## src/rtl/key_edge_detect_multi.sv

```systemverilog
// Multi-channel key conditioner: per-channel 2-FF synchroniser, stable-count debouncer,
// mode-selectable one-cycle edge event, and a tie flag when several events coincide.
module key_edge_detect_multi #(
    parameter int unsigned N_CH     = 2,
    parameter int unsigned DEBOUNCE = 4,
    parameter int unsigned CNT_W    = $clog2(DEBOUNCE + 1)
) (
    input  logic            CLOCK,
    input  logic            Reset,
    input  logic [N_CH-1:0] KEY,
    input  logic [1:0]      mode,
    output logic [N_CH-1:0] level,
    output logic [N_CH-1:0] out,
    output logic            tie
);

    localparam logic [1:0] ModeRelease = 2'b00;
    localparam logic [1:0] ModePress   = 2'b01;
    localparam logic [1:0] ModeBoth    = 2'b10;

    // Last count value before the level is allowed to flip.
    localparam logic [CNT_W-1:0] CntMax = CNT_W'(DEBOUNCE - 1);

    logic [N_CH-1:0]  s1_q, s2_q;
    logic [N_CH-1:0]  level_q, level_d;
    logic [N_CH-1:0]  out_q, out_d;
    logic             tie_q, tie_d;
    logic [CNT_W-1:0] cnt_q [N_CH];
    logic [CNT_W-1:0] cnt_d [N_CH];
    logic [N_CH-1:0]  flip;
    logic [N_CH-1:0]  rise, fall;
    logic             press_en, release_en;

    // Debounce: count consecutive mismatch cycles, flip the level once the run is long enough.
    always_comb begin
        flip = '0;
        for (int unsigned i = 0; i < N_CH; i++) begin
            cnt_d[i] = '0;
            if (s2_q[i] != level_q[i]) begin
                if (cnt_q[i] == CntMax) begin
                    flip[i] = 1'b1;
                end else begin
                    cnt_d[i] = cnt_q[i] + CNT_W'(1);
                end
            end
        end
        level_d = level_q ^ flip;
    end

    // Event qualification by mode, and tie detection on the next-cycle event vector.
    always_comb begin
        rise       = flip & level_d;
        fall       = flip & ~level_d;
        press_en   = (mode == ModePress) || (mode == ModeBoth);
        release_en = (mode == ModeRelease) || (mode == ModeBoth);
        out_d      = (rise & {N_CH{press_en}}) | (fall & {N_CH{release_en}});
        tie_d      = 1'b0;
        // Running "seen one already" flag gives popcount >= 2 without an adder tree.
        begin
            logic seen;
            seen = 1'b0;
            for (int unsigned i = 0; i < N_CH; i++) begin
                if (out_d[i]) begin
                    if (seen) begin
                        tie_d = 1'b1;
                    end
                    seen = 1'b1;
                end
            end
        end
    end

    // State registers with synchronous active-low reset.
    always_ff @(posedge CLOCK) begin
        if (!Reset) begin
            s1_q    <= '0;
            s2_q    <= '0;
            level_q <= '0;
            out_q   <= '0;
            tie_q   <= 1'b0;
            for (int unsigned i = 0; i < N_CH; i++) begin
                cnt_q[i] <= '0;
            end
        end else begin
            s1_q    <= KEY;
            s2_q    <= s1_q;
            level_q <= level_d;
            out_q   <= out_d;
            tie_q   <= tie_d;
            for (int unsigned i = 0; i < N_CH; i++) begin
                cnt_q[i] <= cnt_d[i];
            end
        end
    end

    assign level = level_q;
    assign out   = out_q;
    assign tie   = tie_q;

endmodule

```

## config.mk

```make
export PLATFORM = sky130hd
export DESIGN_NAME = key_edge_detect_multi
export DESIGN_NICKNAME = d
export VERILOG_FILES = /design/src/rtl/key_edge_detect_multi.sv
export SDC_FILE = /design/constraint.sdc
export NUM_CORES = 1
export LEC_CHECK = 0
export ABC_AREA = 0
export BUFFER_PORTS_ARGS = -buffer_cell sky130_fd_sc_hd__buf_2
export CAP_MARGIN = 20
export CORE_AREA = 2 2 39 41
export CTS_BUF_LIST = sky130_fd_sc_hd__clkbuf_8
export DETAILED_ROUTE_END_ITERATION = 7
export DIE_AREA = 0 0 41 43
export GPL_TIMING_DRIVEN = 0
export PLACE_DENSITY_LB_ADDON = 0.12
export SLEW_MARGIN = 10
export SYNTH_ARGS = -nofsm -noshare
export SYNTH_HDL_FRONTEND = slang
export SYNTH_SLANG_ARGS = --single-unit
```

## constraint.sdc

```tcl
create_clock -name CLOCK -period 2.9 [get_ports CLOCK]
set_clock_uncertainty 0.2 [all_clocks]
set_input_delay 0.145 -clock CLOCK [delete_from_list [all_inputs] [get_ports CLOCK]]
set_output_delay 0.145 -clock CLOCK [all_outputs]
set_load 0.05 [all_outputs]
```

[After elaboration in Yosys (flattened, before gate mapping)]
Memory sizes are Yosys's and may differ from the RTL's.
Cells that the tools add are included.
Widths: inputs -> output; s select.
Word-level totals
  flip-flop bits (word level): 9
  latch bits: 0
  bits in writable memories: 6
  memory bits (read-only): 0
  logic and storage cells: 41
  memories: 1
Memories
  cnt_q: words 2, width 3, rd ports 2, clocked after Yosys merged registers in 0, wr ports 2, RTL line 28  | logic [CNT_W-1:0] cnt_q [N_CH];
Cells by class
  add/sub/neg operators: 2
  $mul: 0
  div/mod/pow operators: 0
  $lt $le $gt $ge: 0
  equality and inequality tests: 6
  shift-type cells: 0
  mux-type cells: 14
  bitwise logic cells: 9
  reduce and logical (&&, ||, !) cells: 4
Operator list (count)
  $mux 3: 6
  $and 2x2->2: 4
  $mux 1: 8
  $add 3x1->3 const B: 2
  $eq 3x2->1 const B: 2
  $eq 2x1->1 const B: 1
  $eq 2x2->1 const B: 1
  $logic_not 2->1: 1
  $logic_or 1x1->1: 2
  $ne 1x1->1: 2
  $not 2->2: 1
  $or 1x1->1: 2
  $or 2x2->2: 1
  $reduce_and 2->1: 1
  $xor 2x2->2: 1

[Logic depth before layout (Yosys ltp)]
  depth in word-level cells: 10
  depth in mapped cells: 5
  mapped depth without buffers: 5

[Least setup slack after synthesis]
OpenSTA, ideal clock, no wires.
  kind: register to register
  from: register (tool-made name)
  to: register tie_q (netlist: tie)
  setup time: 0.087 ns
  data arrival time: 1.197 ns
  data required time: 2.613 ns
  setup slack: 1.416 ns
  stages on the path, launching flop included: 4
  cell sequence: dfxtp_1 xor2_1 nand2_2 nor4b_2
RTL lines
  end signal, assigned: RTL line 89  | tie_q <= tie_d;
  end, declared: RTL line 27  | logic tie_q, tie_d;

==> impl_metrics.toml <==
[timing]
setup_viol = 0
tightest_slew_ps = 251
fin_setup_tns_ps = 0
fmax_ghz = 0.677
finalHoldViolations = 0
slew_headroom = 0.834
fin_crit_ps = 1480
rsz0062_at_grt = "no"
post-route-period-util = 0.509
drv_slew = 0

[clock_network]
clkLatencyLatePin_ps = 240
cts_sinks = 15
cts_max_path_buffers = 2
numCtsBuffers = 3
cts-htree-levels = 1
clk_pin_slew_ps = 50
cts_tree = "built"
post-cts-setup-buffers = 0
cts-root-buf = "clkbuf_8"

[pwr]
power_frac_clock = 0.406
swShare = 0.185
power_density_nw_per_um2 = 539
p_comb_frac = 0.043
power.internal_uw = 312
power.switching_uw = 71.1
peakVddDrop_v = 0.000294
p_leak_nw = 0.326
seqPwrFrac = 0.551

[synth]
synth.avg_cell_area_sq_um = 10.7
synthDistinctLibCells = 19
synth.cell_area_sq_um = 576
yosys-top-cells-area = "dfxtp_1 (52%), ha_1 (13%), and2_1 (4.3%)"
ys_seq_area_frac = 0.522
synth_top_area_cell = "dfxtp_1"
synth-seq-cells = 15
synthesis.nets = 66
synth_top_cell_area_share = 0.522
synth_cells = 54
yosysWarnings = 0

[layout]
utilization = 0.514
drive_gt1_frac = 0.214
final_nets = 83
fill_cells = 137
area_growth_pct = 23.5
diodes = 0
fin_cells = 86

[worst_setup_path]
worst_setup_path_end_kind = "register"
path_common_cell = "ha_1"
slowest_stage = "dfxtp_1"
required_ps = 2860
regToRegSetupSlack_ps = 1420
crit_fanout = 5
cp_cell_sequence = "ha_1 > ha_1 > o21ai_0 > a21oi_1 > nor4b_2"
critPathMaxStageDelay_ps = 330
worstSetupPathType = "register to register"
start_kind = "register"
crit_arrival_ps = 1430

[drt]
firstDrtPassIters = 1
drc_errors = 0
drtIter0Drc = 0
ant_nets = 0
routed-via-count = 382
wl_per_cell_microns = 9.05
drt_wl_total_microns = 778
via_per_inst = 4.44

[outcome]
outcome = "finished, final reports clean"

[floorplan]
die_x_microns = 41
dieArea_sq_um = 1760
dieHeight_microns = 43
fp-row-count = 14
initial_utilization = 0.416
fp.coreArea_sq_um = 1380
ios = 11

[global_routing]
antenna_found_initial = 0
grt_max_degree = 10
grt_pass1_wl_microns = 1300
first_global_vias = 371
overflow = 0
grt_usage = 0.112

[placed_design]
portBuffers = 10
dp_hpwl_microns = 592
place_congestion = 0.607
dp_cells = 80

[flow_run]
max-cap-violations = 0

[hold_path]
min_path_type = "primary input to register"
## critical path: cells and delay by family (launching register included)
family                     cells  cell delay (ps)
adders and majority gates      2              390
DFF                            1              330
and+or+nand+nor                1              200
AOI/OAI and AO/OA              2              280
## repair_timing
item                      in CTS  in global routing
gates resized for setup        0                  0
hold buffers                   2                  0
hold endpoints to repair       2                  0
## power by group through the flow
| stage | sequential (mW) | combinational [mW] | clock (mW) |
|---|---|---|---|
| 6_report | 0.211 | 0.0164 | 0.156 |
| 5_1_grt | 0.211 | 0.0190 | 0.174 |
| 4_1_cts | 0.211 | 0.0168 | 0.164 |
| 3_5_place_dp | 0.216 | 0.0148 | 0 |
| 3_3_place_gp | 0.216 | 0.0144 | 0 |
| 2_1_floorplan | 0.215 | 0.00860 | 0 |
## placed cells by master, fill, tap and decap left out, types with 2 or more instances in the layout
master	instances
nor3_1	2
ha_1	6
dlygate4sd3_1	2
and2_1	4
nor3b_1	2
buf_2	10
mux2i_1	2
inv_1	7
nor2b_1	2
dfxtp_1	15
nor2_1	4
xor2_1	2
clkbuf_8	3
## final cells by class
cell class / instances / area [sq um] / area share
Clock buffer: 3 / 41.3 / 0.0581
Clock inverter: 1 / 3.75 / 0.00528
Inverter: 6 / 22.5 / 0.0317
Multi-Input combinational cell: 33 / 253 / 0.356
Sequential cell: 15 / 300 / 0.423
Tap cell: 16 / 20.0 / 0.0282
Timing Repair Buffer: 12 / 70.1 / 0.0986
## path summary, 6_finish.rpt
path	from	end	depth (start not counted)
setup / recovery	cnt_q[0][3]$_SDFF_PP0_	tie$_SDFF_PN0_	5
hold / removal	Reset	s1_q[1]$_SDFF_PN0_	2
setup reg to reg	cnt_q[0][3]$_SDFF_PP0_	tie$_SDFF_PN0_	5
hold reg to reg	cnt_q[0][3]$_SDFF_PP0_	cnt_q[0][3]$_SDFF_PP0_	1
## cell usage after synthesis (all sizes together)
cell     n
dfxtp   15
ha       6
inv      6
and2     4
nor2     4
mux2i    2
nand2    2
nor2b    2
nor3     2
nor3b    2
xor2     2
a21oi    1
and2b    1
nand2b   1
nand3    1
nor4b    1
o21ai    1
o22a     1
## stage by stage
stage	area (sq um)	hold slack (ps)	setup slack, ps	total power [mW]
detailed placement	646	157	1390	0.230
CTS	711	30.6	1380	0.392
finish	711	32.4	1420	0.383
global placement	646	152	1390	0.230
floorplan	576	66.7	1420	0.224
global route	711	50.0	1240	0.404
## logic make-up after synthesis
logic type               count (synthesis)  share of synthesized area
AO/OA/AOI/OAI                            3                     0.0326
XOR/XNOR                                 2                     0.0304
adder cells (fa/ha/maj)                  6                      0.130
buffers and inverters                    6                     0.0391
flip-flops                              15                      0.522
multiplexers                             2                     0.0348
AND/OR/NAND/NOR                         20                      0.211
## routing by layer
layer	GRT usage	vias up	part of all wire
met5	0	-	0
met4	0.0800	0	0
met1	0.118	171	0.45
met2	0.178	5	0.52
met3	0.0314	0	0.027
li1	-	206	-
No activity file was read; power rests on OpenSTA's default activity.
